File: src/rtl/mem_rr_arbiter.sv
// Round-robin arbiter sharing one memory port between NUM_CONSUMERS requesters,
// with a per-transaction watchdog that turns a silent memory into an error response.
module mem_rr_arbiter #(
    parameter int ADDR_BITS      = 8,
    parameter int DATA_BITS      = 16,
    parameter int NUM_CONSUMERS  = 4,
    parameter int WRITE_ENABLE   = 1,
    parameter int TIMEOUT_CYCLES = 255
) (
    input  logic                                     clk,
    input  logic                                     reset,
    input  logic [NUM_CONSUMERS-1:0]                 consumer_read_valid,
    input  logic [NUM_CONSUMERS-1:0][ADDR_BITS-1:0]  consumer_read_address,
    output logic [NUM_CONSUMERS-1:0]                 consumer_read_ready,
    output logic [NUM_CONSUMERS-1:0][DATA_BITS-1:0]  consumer_read_data,
    input  logic [NUM_CONSUMERS-1:0]                 consumer_write_valid,
    input  logic [NUM_CONSUMERS-1:0][ADDR_BITS-1:0]  consumer_write_address,
    input  logic [NUM_CONSUMERS-1:0][DATA_BITS-1:0]  consumer_write_data,
    output logic [NUM_CONSUMERS-1:0]                 consumer_write_ready,
    output logic [NUM_CONSUMERS-1:0]                 consumer_error,
    input  logic [NUM_CONSUMERS-1:0]                 error_clear,
    output logic                                     mem_read_valid,
    output logic [ADDR_BITS-1:0]                     mem_read_address,
    input  logic                                     mem_read_ready,
    input  logic [DATA_BITS-1:0]                     mem_read_data,
    output logic                                     mem_write_valid,
    output logic [ADDR_BITS-1:0]                     mem_write_address,
    output logic [DATA_BITS-1:0]                     mem_write_data,
    input  logic                                     mem_write_ready,
    output logic                                     busy
);
    localparam int   IDX_W = (NUM_CONSUMERS > 1) ? $clog2(NUM_CONSUMERS) : 1;
    localparam int   CNT_W = $clog2(TIMEOUT_CYCLES + 1);
    localparam logic WR_EN = (WRITE_ENABLE != 0);

    typedef enum logic [2:0] {
        IDLE,
        READ_WAITING,
        WRITE_WAITING,
        READ_RELAYING,
        WRITE_RELAYING
    } state_t;

    state_t                                 state_q, state_d;
    logic [IDX_W-1:0]                       rr_ptr_q, rr_ptr_d;
    logic [IDX_W-1:0]                       cur_q, cur_d;
    logic [CNT_W-1:0]                       wdog_q, wdog_d;
    logic                                   mem_read_valid_q, mem_read_valid_d;
    logic                                   mem_write_valid_q, mem_write_valid_d;
    logic [ADDR_BITS-1:0]                   mem_read_address_q, mem_read_address_d;
    logic [ADDR_BITS-1:0]                   mem_write_address_q, mem_write_address_d;
    logic [DATA_BITS-1:0]                   mem_write_data_q, mem_write_data_d;
    logic [NUM_CONSUMERS-1:0]               rd_ready_q, rd_ready_d;
    logic [NUM_CONSUMERS-1:0]               wr_ready_q, wr_ready_d;
    logic [NUM_CONSUMERS-1:0]               error_q, error_d;
    logic [NUM_CONSUMERS-1:0][DATA_BITS-1:0] rd_data_q, rd_data_d;

    logic                                   grant_found;
    logic                                   grant_is_read;
    logic [IDX_W-1:0]                       grant_idx;
    logic [IDX_W-1:0]                       grant_next;
    logic [IDX_W-1:0]                       sidx;
    int unsigned                            scan_idx;
    logic [CNT_W-1:0]                       wdog_inc;

    // First requester at or after rr_ptr wins; a read beats a write from the same consumer.
    always_comb begin
        grant_found   = 1'b0;
        grant_is_read = 1'b0;
        grant_idx     = '0;
        grant_next    = '0;
        scan_idx      = 0;
        sidx          = '0;
        for (int i = 0; i < NUM_CONSUMERS; i++) begin
            scan_idx = (32'(rr_ptr_q) + unsigned'(i)) % unsigned'(NUM_CONSUMERS);
            sidx     = IDX_W'(scan_idx);
            if (!grant_found && (consumer_read_valid[sidx] ||
                                 (WR_EN && consumer_write_valid[sidx]))) begin
                grant_found   = 1'b1;
                grant_is_read = consumer_read_valid[sidx];
                grant_idx     = sidx;
                grant_next    = (sidx == IDX_W'(NUM_CONSUMERS - 1)) ? '0 : sidx + 1'b1;
            end
        end
    end

    always_comb begin
        state_d             = state_q;
        rr_ptr_d            = rr_ptr_q;
        cur_d               = cur_q;
        wdog_d              = wdog_q;
        wdog_inc            = wdog_q + 1'b1;
        mem_read_valid_d    = mem_read_valid_q;
        mem_write_valid_d   = mem_write_valid_q;
        mem_read_address_d  = mem_read_address_q;
        mem_write_address_d = mem_write_address_q;
        mem_write_data_d    = mem_write_data_q;
        rd_ready_d          = rd_ready_q;
        wr_ready_d          = wr_ready_q;
        rd_data_d           = rd_data_q;
        error_d             = error_q & ~error_clear;

        case (state_q)
            IDLE: begin
                if (grant_found) begin
                    cur_d    = grant_idx;
                    rr_ptr_d = grant_next;
                    wdog_d   = '0;
                    if (grant_is_read) begin
                        mem_read_valid_d   = 1'b1;
                        mem_read_address_d = consumer_read_address[grant_idx];
                        state_d            = READ_WAITING;
                    end else begin
                        mem_write_valid_d   = 1'b1;
                        mem_write_address_d = consumer_write_address[grant_idx];
                        mem_write_data_d    = consumer_write_data[grant_idx];
                        state_d             = WRITE_WAITING;
                    end
                end
            end
            READ_WAITING: begin
                wdog_d = wdog_inc;
                if (mem_read_ready) begin
                    mem_read_valid_d  = 1'b0;
                    rd_ready_d[cur_q] = 1'b1;
                    rd_data_d[cur_q]  = mem_read_data;
                    state_d           = READ_RELAYING;
                end else if (wdog_inc == CNT_W'(TIMEOUT_CYCLES)) begin
                    mem_read_valid_d  = 1'b0;
                    rd_ready_d[cur_q] = 1'b1;
                    rd_data_d[cur_q]  = '1;
                    error_d[cur_q]    = 1'b1;
                    state_d           = READ_RELAYING;
                end
            end
            WRITE_WAITING: begin
                wdog_d = wdog_inc;
                if (mem_write_ready) begin
                    mem_write_valid_d = 1'b0;
                    wr_ready_d[cur_q] = 1'b1;
                    state_d           = WRITE_RELAYING;
                end else if (wdog_inc == CNT_W'(TIMEOUT_CYCLES)) begin
                    mem_write_valid_d = 1'b0;
                    wr_ready_d[cur_q] = 1'b1;
                    error_d[cur_q]    = 1'b1;
                    state_d           = WRITE_RELAYING;
                end
            end
            READ_RELAYING: begin
                if (!consumer_read_valid[cur_q]) begin
                    rd_ready_d[cur_q] = 1'b0;
                    state_d           = IDLE;
                end
            end
            WRITE_RELAYING: begin
                if (!consumer_write_valid[cur_q]) begin
                    wr_ready_d[cur_q] = 1'b0;
                    state_d           = IDLE;
                end
            end
            default: state_d = IDLE;
        endcase
    end

    always_ff @(posedge clk or negedge reset) begin
        if (!reset) begin
            state_q             <= IDLE;
            rr_ptr_q            <= '0;
            cur_q               <= '0;
            wdog_q              <= '0;
            mem_read_valid_q    <= 1'b0;
            mem_write_valid_q   <= 1'b0;
            mem_read_address_q  <= '0;
            mem_write_address_q <= '0;
            mem_write_data_q    <= '0;
            rd_ready_q          <= '0;
            wr_ready_q          <= '0;
            rd_data_q           <= '0;
            error_q             <= '0;
        end else begin
            state_q             <= state_d;
            rr_ptr_q            <= rr_ptr_d;
            cur_q               <= cur_d;
            wdog_q              <= wdog_d;
            mem_read_valid_q    <= mem_read_valid_d;
            mem_write_valid_q   <= mem_write_valid_d;
            mem_read_address_q  <= mem_read_address_d;
            mem_write_address_q <= mem_write_address_d;
            mem_write_data_q    <= mem_write_data_d;
            rd_ready_q          <= rd_ready_d;
            wr_ready_q          <= wr_ready_d;
            rd_data_q           <= rd_data_d;
            error_q             <= error_d;
        end
    end

    // Read-only ports tie the whole write side low regardless of register contents.
    assign mem_write_valid      = WR_EN ? mem_write_valid_q   : 1'b0;
    assign mem_write_address    = WR_EN ? mem_write_address_q : '0;
    assign mem_write_data       = WR_EN ? mem_write_data_q    : '0;
    assign consumer_write_ready = WR_EN ? wr_ready_q          : '0;

    assign mem_read_valid      = mem_read_valid_q;
    assign mem_read_address    = mem_read_address_q;
    assign consumer_read_ready = rd_ready_q;
    assign consumer_read_data  = rd_data_q;
    assign consumer_error      = error_q;
    assign busy                = (state_q != IDLE);
endmodule

File: config.mk
export PLATFORM = sky130hd
export DESIGN_NAME = mem_rr_arbiter
export DESIGN_NICKNAME = d
export VERILOG_FILES = /design/src/rtl/mem_rr_arbiter.sv
export SDC_FILE = /design/constraint.sdc
export NUM_CORES = 1
export LEC_CHECK = 0
export BUFFER_PORTS_ARGS = -buffer_cell sky130_fd_sc_hd__buf_2
export CORE_MARGIN = 5
export CORE_UTILIZATION = 35
export CTS_CLUSTER_SIZE = 30
export DETAILED_ROUTE_END_ITERATION = 10
export GPL_ROUTABILITY_DRIVEN = 0
export PLACE_DENSITY = 0.7
export SYNTH_ARGS = -nofsm -noshare
export SYNTH_HDL_FRONTEND = slang
export SYNTH_SLANG_ARGS = --single-unit
File: constraint.sdc
create_clock -name clk -period 4.2 [get_ports clk]
set_input_delay 0.63 -clock clk [delete_from_list [all_inputs] [get_ports clk]]
set_output_delay 0.63 -clock clk [all_outputs]
set_load 0.02 [all_outputs]
==> results of run 1 <==
cells in the final DEF (no fill, tap or decap), drive strengths merged, types with 6 or more instances in the layout:
master | synthesis | final
a21oi | 13 | 13
a221oi | 64 | 64
nand2b | 9 | 9
o21ai | 82 | 82
mux4 | 10 | 10
nand3 | 8 | 8
dfrtp | 125 | 125
nand2 | 105 | 105
inv | 13 | 23
nor2b | 18 | 18
o211ai | 6 | 6
clkbuf | 36 | 17
buf | 26 | 285
nor2 | 65 | 65
ha | 6 | 6
nor3 | 63 | 63
a211o | 32 | 32
layer usage:
metal	global-route usage, %	part of all wire, %	vias up
met4	5.995	1.7	4
met1	24.73	40	3134
met3	8.660	12	20
li1	-	-	3196
met5	0	0.12	-
met2	31.50	46	365
where the power goes:
| part | internal, uW | total (uW) | switching [uW] |
|---|---|---|---|
| sequential | 1750 | 2130 | 383 |
| clock | 910 | 1550 | 642 |
| combinational | 1560 | 4240 | 2690 |
| total | 4220 | 7930 | 3710 |
flip-flops by register name, indices dropped and copies added, names as in the netlist, 2 cells and up, named ones only:
signal / count
consumer_error: 4
consumer_read_data: 64
cur_q: 2
mem_read_address: 8
mem_write_address: 8
mem_write_data: 16
rr_ptr_q: 2
state_q: 3
wdog_q: 8
path summary, 6_finish.rpt:
path / to
worst max-delay path: mem_read_address[3]$_DFFE_PN0P_
worst min-delay path: consumer_read_data[48]$_DFFE_PN0P_
worst max register to register: mem_read_address[3]$_DFFE_PN0P_
worst min register to register: consumer_read_data[14]$_DFFE_PN0P_
max in group asynchronous: mem_write_address[0]$_DFFE_PN0P_
min in group clk: consumer_error[3]$_DFF_PN0_
timing repair:
item	in CTS	in global routing
resized for setup	0	1
setup endpoints to repair	0	4
hold buffers	0	0
per-stage QoR:
stage | power, uW | setup slack (ps) | hold WS [ps] | std cells
final | 7930 | 370.9 | 314.3 | 1252
after global routing | 8534 | 82.91 | 375.6 | 1252
after CTS | 7998 | 262.1 | 347.1 | 1250
after detailed placement | 6412 | 270.9 | 465.3 | 1218
after global placement | 6352 | 374.7 | 456.9 | 1218
after floorplan | 5159 | 710.3 | 334.4 | 735
cells by family (layout without fill, tap and decap cells):
family                     after synthesis  in the layout
and+or+nand+nor                        285            285
AOI/OAI and AO/OA                      225            225
DFF                                    125            125
buffers and inverters                   75            330
muxes                                   15             15
adders and majority gates                6              6
xor gates and xnor gates                 4              4
other                                    0              2
area by class of cell:
cell class	instances	share of cell area (%)
Sequential cell	125	35.07
Multi-Input combinational cell	535	36.90
Antenna cell	2	0.05609
Tap cell	260	3.646
Clock inverter	15	2.160
Inverter	13	0.5469
Timing Repair Buffer	285	16.86
Clock buffer	17	4.768
==> results.md, run 1 <==
- Vias after detailed routing: 6719
- Critical path peak fanout: between 60 and 70
- Cell Rows: 50
- Largest net degree at the start of global routing: between 60 and 70
- EDFF count, synth: 0
- Synth top area cells: dfrtp_1 46%, a221oi_1 8.3%, o21ai_0 6.1%, nand2_1 5.8%, nor3_1 4.7%
- Synth Area in Simple Gates: 18.87%
- Layout cells sized above 1: between 30% and 40%
- Cell area after layout: 8922 um2
- Final hold violations: 0
- Yosys cell types: 52
- Levels on crit path: 10
- Core area: 18890 um2
- I/O pins: 271
- Final ANT Viol Nets: 0
- Yosys warns: 0
- Compound-gate portion of the synthesized area: between 20% and 30%
- FF-to-FF path depth: 10
- Status: finished, final reports clean
- Final Slew Violations: 0
- R2r setup slk: roughly 370 ps
- Hold WC Path Type: input port to async pin
- Slew headroom: 31.48%
- Crit path kind: register to register
- Height of the die: approximately 150 um
- Layout Utilization: a little under half
- Worst setup EP type: register
- Main combinational cell family by area after synthesis: compound AO/OA/AOI/OAI gates
- Chip width: 149.0 um
- Top delay family on crit path: compound AO/OA/AOI/OAI gates
- Area leader, netlist: dfrtp_1
- Root Buffer Master: clkbuf_16
- Mapped Nets: 901
- Routed length per instance: 18.14 um
- Synthesized instance count: ~740
- Die area: 22200 um2
- Top post-synthesis cells by count: 125 x dfrtp_1, 105 x nand2_1, 82 x o21ai_0
- Skew final: around 10 ps
- Area grow syn2layout: 31.93%
- Drt drc: 0
- Filler Cell Count: between 1500 and 2000
- DRT Pass-1 Iters: 5
- Period utilization: 91.17%
- Most instantiated library cell after synthesis: dfrtp_1
- Critical path launch point: rr_ptr_q[1]$_DFFE_PN0P_
- Max Freq: 0.2612 GHz
- Crit-path max cell delay: 600 ps
- Multi-input logic area: roughly 3300 um2
- Setup bufs post-CTS: 0
- Post-Synth Adder-Cell Area: 1.110%
- Nets: approximately 1100
- Routed Wire Length: 22710 um
- Finish-stage setup viols: 0
- Buf/Inv on CP: 2
- PwrDens: a little under 900 nW/um2
- CP Launch Type: register
- IO Port Bufs: 270
- Post-synthesis register bit count: 125
- MaxCap Viol Count: 0
- Max clock buf depth: 2
- CTS tree: done
- Async SR Flop Fraction: 100.0%
- Initial antenna violation count: 4
- Via-per-instance ratio: ~5.4
- Total placed instance area: 8298 um2
- WP data required: between 4000 and 5000 ps
- Synthesized area: 6763 um2
- GRT Total Usage: 19.91%
- Global-route wire length before repair: between 30000 and 40000 um
- Seq/Total Area, Yosys: 46.25%
- Worst skew pair latency: 410 ps
- Share of the synthesized area in the top cell type: 46.25%
- Mux contribution to synthesized area: 4.163%
- Dominant synthesized flop cell: dfrtp_1
- Tightest Pin Transition: 1025 ps
- Fin crit period: roughly 3800 ps
- H-tree levels: 4
- Vias in the first global route: 6470
- Reg area: 3129 um2
- Num CTS Buffers: 17
- Setup TNS: 0 ps
- Unrepaired setup endpoints after global routing: false
- Total grt overflow: 0
- Post-Synth XOR/XNOR Area: less than 1%
- Clock slew at the register clock pins of the worst setup and hold paths: ~70 ps
- Crit-path cells: inv_1 > ha_1 > mux4_2 > or2_1 > a221o_1 > o211a_2 > buf_4 > a221oi_1 > nor3_1 > a211o_1
- Starting DRT DRC Count: 328
- Starting density of the core: a little over a third
- Peak supply drop: 0.4701 mV
- CTS sink count: 125
- Dpl hpwl: 16450 um
- Lkg Pwr: 0.004370 uW
- R2R Path Start: rr_ptr_q[1]$_DFFE_PN0P_
- Slowest CP cell: mux4_2
- Arrival @ worst endpoint: just over 4000 ps
- Syn_area_per_cell: around 9.2 um2
No activity file was read; power rests on OpenSTA's default activity.
==> inputs of run 2 (changes only) <==
--- a/config.mk
+++ b/config.mk
@@ -9,3 +9,3 @@
 export CORE_MARGIN = 5
-export CORE_UTILIZATION = 35
+export CORE_UTILIZATION = 40
 export CTS_CLUSTER_SIZE = 30
@@ -13,3 +13,3 @@
 export GPL_ROUTABILITY_DRIVEN = 0
-export PLACE_DENSITY = 0.7
+export PLACE_DENSITY = 0.77
 export SYNTH_ARGS = -nofsm -noshare
--- a/constraint.sdc
+++ b/constraint.sdc
@@ -3,2 +3,2 @@
 set_output_delay 0.63 -clock clk [all_outputs]
-set_load 0.02 [all_outputs]
+set_load 0.1 [all_outputs]
==> results.md, run 2 (synthesized netlist as in run 1, its figures left out) <==
- Worst skew pair latency: 410 ps
- Layout cells sized above 1: ~34%
- Finish-stage setup viols: 0
- Unrepaired setup endpoints after global routing: false
- Area grow syn2layout: 31.51%
- Die area: 19610 um2
- Max Freq: about 0.26 GHz
- Vias in the first global route: 6399
- R2r setup slk: around 360 ps
- Largest net degree at the start of global routing: 76
- Filler Cell Count: 1553
- DRT Pass-1 Iters: 5
- Hold Buf Count CTS: 0
- Total grt overflow: 0
- Num CTS Buffers: 17
- CTS sink count: 125
- Period utilization: a little over 90%
- Max clock buf depth: 2
- Placement Setup Slack: around 380 ps
- Dpl hpwl: 15860 um
- MaxCap Viol Count: 0
- Final worst slack: around 360 ps
- Routed length per instance: 17.94 um
- Routed Wire Length: around 22000 um
- Chip width: 140.0 um
- FF-to-FF path depth: 10
- Tightest Pin Transition: around 700 ps
- Arrival @ worst endpoint: 4110 ps
- Clock slew at the register clock pins of the worst setup and hold paths: 60 ps
- Most frequent cells in the layout: 269 x buf_2, 125 x dfrtp_1, 105 x nand2_1, 82 x o21ai_0
- Core area: 16580 um2
- Final hold violations: 0
- Status: finished, final reports clean
- Root Buffer Master: clkbuf_16
- Height of the die: between 100 and 150 um
- Skew final: 14.40 ps
- Post-cts resize count: 0
- Reg area: 3128 um2
- Setup TNS: 0 ps
- Critical path peak fanout: 65
- Hold WC Path Type: input port to async pin
- Starting density of the core: 40.78%
- Worst setup EP type: register
- Drt drc: 0
- Global-route wire length before repair: 34700 um
- Final ANT Viol Nets: 0
- Fin crit period: 3835 ps
- GRT Total Usage: 21.64%
- H-tree levels: 4
- Starting DRT DRC Count: 374
- Vias after detailed routing: 6723
- I/O pins: 271
- Largest register FFs: 64
- Initial antenna violation count: 3
- Multi-input logic area: approximately 3300 um2
- IO Port Bufs: 270
- Setup bufs post-CTS: 0
- Final Slew Violations: 0
- Most common cell after layout, fill and taps aside: buf_2
- Via-per-instance ratio: 5.552
- Cell Rows: between 40 and 50
- WP data required: about 4500 ps
- CP Launch Type: register
- Nets: about 1100
- Crit path kind: register to register
- CTS tree: done
- Slew headroom: 53.64%
==> run 2: cell count changes in the layout (fill, tap and decap cells not counted), sizes merged <==
cell / change
inv: -7
clkbuf: +1
clkinvlp: +2
diode: +1
bufinv: +2
==> run 2: layout make-up <==
class	instances	area share (%)
antenna	3	0.08441
clock inverter	12	2.096
multi-input combinational	535	37.01
timing repair buffer	285	17.05
inverter	13	0.5487
clock buffer	18	4.938
tap	220	3.095
sequential	125	35.17
==> run 2: layer usage <==
metal / routed length, um / up-vias / global-route usage [%]
met1: 8751 / 3158 / 28.45
met5: 13 / - / 0
met2: 10150 / 333 / 34.21
met3: 2324 / 32 / 6.885
li1: - / 3198 / -
met4: 482 / 2 / 6.935
==> run 2: final timing paths <==
path	to	startpoint
min in group clk	consumer_error[0]$_DFF_PN0_	error_clear[0]
hold / removal	consumer_read_data[16]$_DFFE_PN0P_	reset
setup / recovery	mem_read_address[3]$_DFFE_PN0P_	rr_ptr_q[1]$_DFFE_PN0P_
hold reg to reg	consumer_read_data[11]$_DFFE_PN0P_	consumer_read_data[11]$_DFFE_PN0P_
setup reg to reg	mem_read_address[3]$_DFFE_PN0P_	rr_ptr_q[1]$_DFFE_PN0P_
max in group asynchronous	mem_write_address[1]$_DFFE_PN0P_	reset
==> run 2: stage by stage <==
stage / cells / hold WS [ps] / cell area (um2) / utilization, %
floorplan: 735 / 334.4 / 6763 / -
global route: 1210 / 324.2 / 8891 / 53.61
CTS: 1208 / 287.2 / 8886 / 53.58
detailed placement: 1178 / 464.5 / 8260 / 49.81
global placement: 1178 / 457.0 / 8260 / 49.81
finish: 1211 / 268.8 / 8894 / 53.63
==> run 2: critical path, stage by stage, from the launching register on <==
cell and delay [ps]:
dfrtp_1 530, inv_1 130, ha_1 380, mux4_2 580, or2_1 390, a221o_1 440
o211a_2 250, buf_4 310, a221oi_1 300, nor3_1 90, a211o_1 290
Power of run 2 is not shown: default switching activity piles up to over one toggle a cycle in this logic, so the estimate is an artifact.
==> inputs of run 3 (changes only) <==
--- a/config.mk
+++ b/config.mk
@@ -7,2 +7,3 @@
 export LEC_CHECK = 0
+export ABC_AREA = 1
 export BUFFER_PORTS_ARGS = -buffer_cell sky130_fd_sc_hd__buf_2
@@ -13,3 +14,3 @@
 export GPL_ROUTABILITY_DRIVEN = 0
-export PLACE_DENSITY = 0.77
+export PLACE_DENSITY = 0.75
 export SYNTH_ARGS = -nofsm -noshare
--- a/constraint.sdc
+++ b/constraint.sdc
@@ -3,2 +3,2 @@
 set_output_delay 0.63 -clock clk [all_outputs]
-set_load 0.1 [all_outputs]
+set_load 0.05 [all_outputs]
==> results.md, run 3 <==
- Inst Count DP: 1704
- WP data required: 4510 ps
- Setup TNS: 0 ps
- Seq/Total Area, Yosys: 39.18%
- Most common cell after layout, fill and taps aside: nand2_1
- Slew headroom: 18.60%
- Net Sw Frac: 57.64%
- Worst setup EP type: register
- Mapped Nets: 1383
- EDFF count, synth: 0
- Yosys warns: 0
- Period utilization: around 79%
- Synth top area cells: dfrtp_1 39%, nand2_1 19%, inv_1 11%, nand3_1 9.5%, o21ai_0 5.5%
- CTS tree: done
- Starting DRT DRC Count: 607
- Top post-synthesis cells by count: 405 x nand2_1, 224 x inv_1, 152 x nand3_1
- Area grow syn2layout: 25.16%
- Final Slew Violations: 0
- Hold Buf Count CTS: 0
- Combinational share of power: 63.6%
- Root Buffer Master: clkbuf_16
- Worst skew pair latency: 430 ps
- Internal power: 4212 uW
- Largest register FFs: 64
- PwrDens: 995.2 nW/um2
- Most frequent cells in the layout: 404 x nand2_1, 269 x buf_2, 224 x inv_1, 151 x nand3_1, 125 x dfrtp_1
- Die area: 22880 um2
- Fin crit period: 3318 ps
- Crit path kind: register to register
- DRT Pass-1 Iters: 7
- Finish-stage setup viols: 0
- Final worst slack: around 880 ps
- Async SR Flop Fraction: 100.0%
- Share of the synthesized area in the top cell type: 39.18%
- Status: finished, final reports clean
- Drt drc: 0
- Syn_area_per_cell: 6.559 um2
- Largest net degree at the start of global routing: 82
- Most instantiated library cell after synthesis: nand2_1
- Chip width: about 150 um
- CTS sink count: 125
- Via-per-instance ratio: 4.847
- Critical path peak fanout: 65
- Skew final: 11.90 ps
- CP Launch Type: register
- Num CTS Buffers: 17
- Max Freq: 0.3014 GHz
- Peak supply drop: 0.8303 mV
- Cell Rows: approximately 50
- Dpl hpwl: 18030 um
- Starting density of the core: 40.88%
- Routed length per instance: 14.32 um
- Total grt overflow: 0
- Post-cts resize count: 0
- Vias after detailed routing: 8420
- Unrepaired setup endpoints after global routing: false
- Synthesized instance count: about 1200
- FF-to-FF path depth: 17
- Placement Setup Slack: about 970 ps
- IO Port Bufs: 270
- Final ANT Viol Nets: 0
- Tightest Pin Transition: around 1200 ps
- Global-route wire length before repair: roughly 40000 um
- Switching pwr: approximately 5700 uW
- Multi-input logic area: 3637 um2
- I/O pins: 271
- Height of the die: 151.3 um
- Arrival @ worst endpoint: 3630 ps
- Clock slew at the register clock pins of the worst setup and hold paths: 70 ps
- Clk network pwr share: 14.4%
- H-tree levels: 4
- Routed Wire Length: 24880 um
- Lkg Pwr: ~0.0057 uW
- Nets: 1624
- Reg area: 3128 um2
- Max clock buf depth: 2
- Finished Layout Cells: 1737
- MaxCap Viol Count: 0
- Vias in the first global route: about 8100
- Initial antenna violation count: 0
- Synthesized area: 7983 um2
- Power share of the sequential group: 22.0%
- Dominant synthesized flop cell: dfrtp_1
- Hold WC Path Type: input port to async pin
- Core area: 19530 um2
- Final hold violations: 0
- Layout cells sized above 1: 22.91%
- Post-synthesis register bit count: 125
- Filler Cell Count: 1925
- Yosys cell types: 30
- Area leader, netlist: dfrtp_1
- Setup bufs post-CTS: 0
- GRT Total Usage: 21.91%
## run 3: changes by cell type after synthesis, sizes merged, moves of 10 or more
cell / previous run / this run
nand3: 8 / 153
buf: 26 / 42
a221oi: 64 / 0
clkbuf: 36 / 16
inv: 13 / 228
nor3: 63 / 4
nand2: 105 / 414
nor2: 65 / 39
a21oi: 13 / 72
a211o: 32 / 0
mux4: 10 / 0
nor2b: 18 / 0
## run 3: worst max-delay path, cell delays in order, from the launching register on
cell and delay [ps]:
dfrtp_1 600, inv_4 150, ha_1 490, inv_1 160, nand3_1 110, nand2_1 80, nand2_2 110, nor2_4 60
nand2_1 100, nand3_2 100, buf_12 210, nand2_2 90, buf_4 510, nand2_1 130, nand3_1 100, nand2_1 60
nand2_1 50, nand2_1 60
## run 3: kinds of logic (layout without fill, tap and decap cells)
group                      count (synthesis)  count (layout)  synth area share, %
AOI/OAI and AO/OA                        174             174                11.19
xor gates and xnor gates                   6               6               0.6583
adders and majority gates                  6               6               0.9404
buffers and inverters                    288             542                15.53
DFF                                      125             125                39.18
other                                      0               1                    0
and+or+nand+nor                          618             618                32.49
## run 3: per-layer routing
| layer | GRT usage [%] | wire length, um |
|---|---|---|
| met4 | 7.933 | 678 |
| met3 | 5.595 | 1923 |
| met1 | 28.42 | 10510 |
| met2 | 35.36 | 11770 |
| met5 | 0 | 0 |
## run 3: through the flow
stage               total power [uW]  hold slack (ps)  area [um2]  util [%]
floorplan                       7229            334.4        7983         -
global placement                8398            455.3        9417     48.23
detailed placement              8507            464.0        9417     48.23
CTS                             9973            365.7        9988     51.15
global route                   10760            370.0        9988     51.15
finish                          9943            336.3        9991     51.17
## run 3: final timing paths
| check | to | slack, ps | startpoint |
|---|---|---|---|
| max in group asynchronous | mem_write_data[15]$_DFFE_PN0P_ | 2950 | reset |
| hold reg to reg | mem_write_valid$_DFFE_PN0P_ | 480 | mem_write_valid$_DFFE_PN0P_ |
| setup reg to reg | mem_read_address[7]$_DFFE_PN0P_ | 880 | rr_ptr_q[0]$_DFFE_PN0P_ |
| hold / removal | consumer_read_data[42]$_DFFE_PN0P_ | 340 | reset |
| min in group clk | consumer_error[2]$_DFF_PN0_ | 380 | error_clear[2] |
| setup / recovery | mem_read_address[7]$_DFFE_PN0P_ | 880 | rr_ptr_q[0]$_DFFE_PN0P_ |
## run 3: layout make-up
type                       instances  area share, %
timing repair buffer             280          14.55
clock inverter                    15          1.465
multi-input combinational        804          36.41
tap                              265          3.319
inverter                         230          8.666
antenna                            1        0.02505
clock buffer                      17          4.258
sequential                       125          31.31
## run 3: power groups by stage
stage	Clock, uW	Combinational (uW)	Sequential, uW
after floorplan	0	3410	3820
after global placement	0	6230	2170
after detailed placement	0	6320	2180
after CTS	1460	6330	2180
after global routing	1510	6980	2260
final	1430	6320	2190
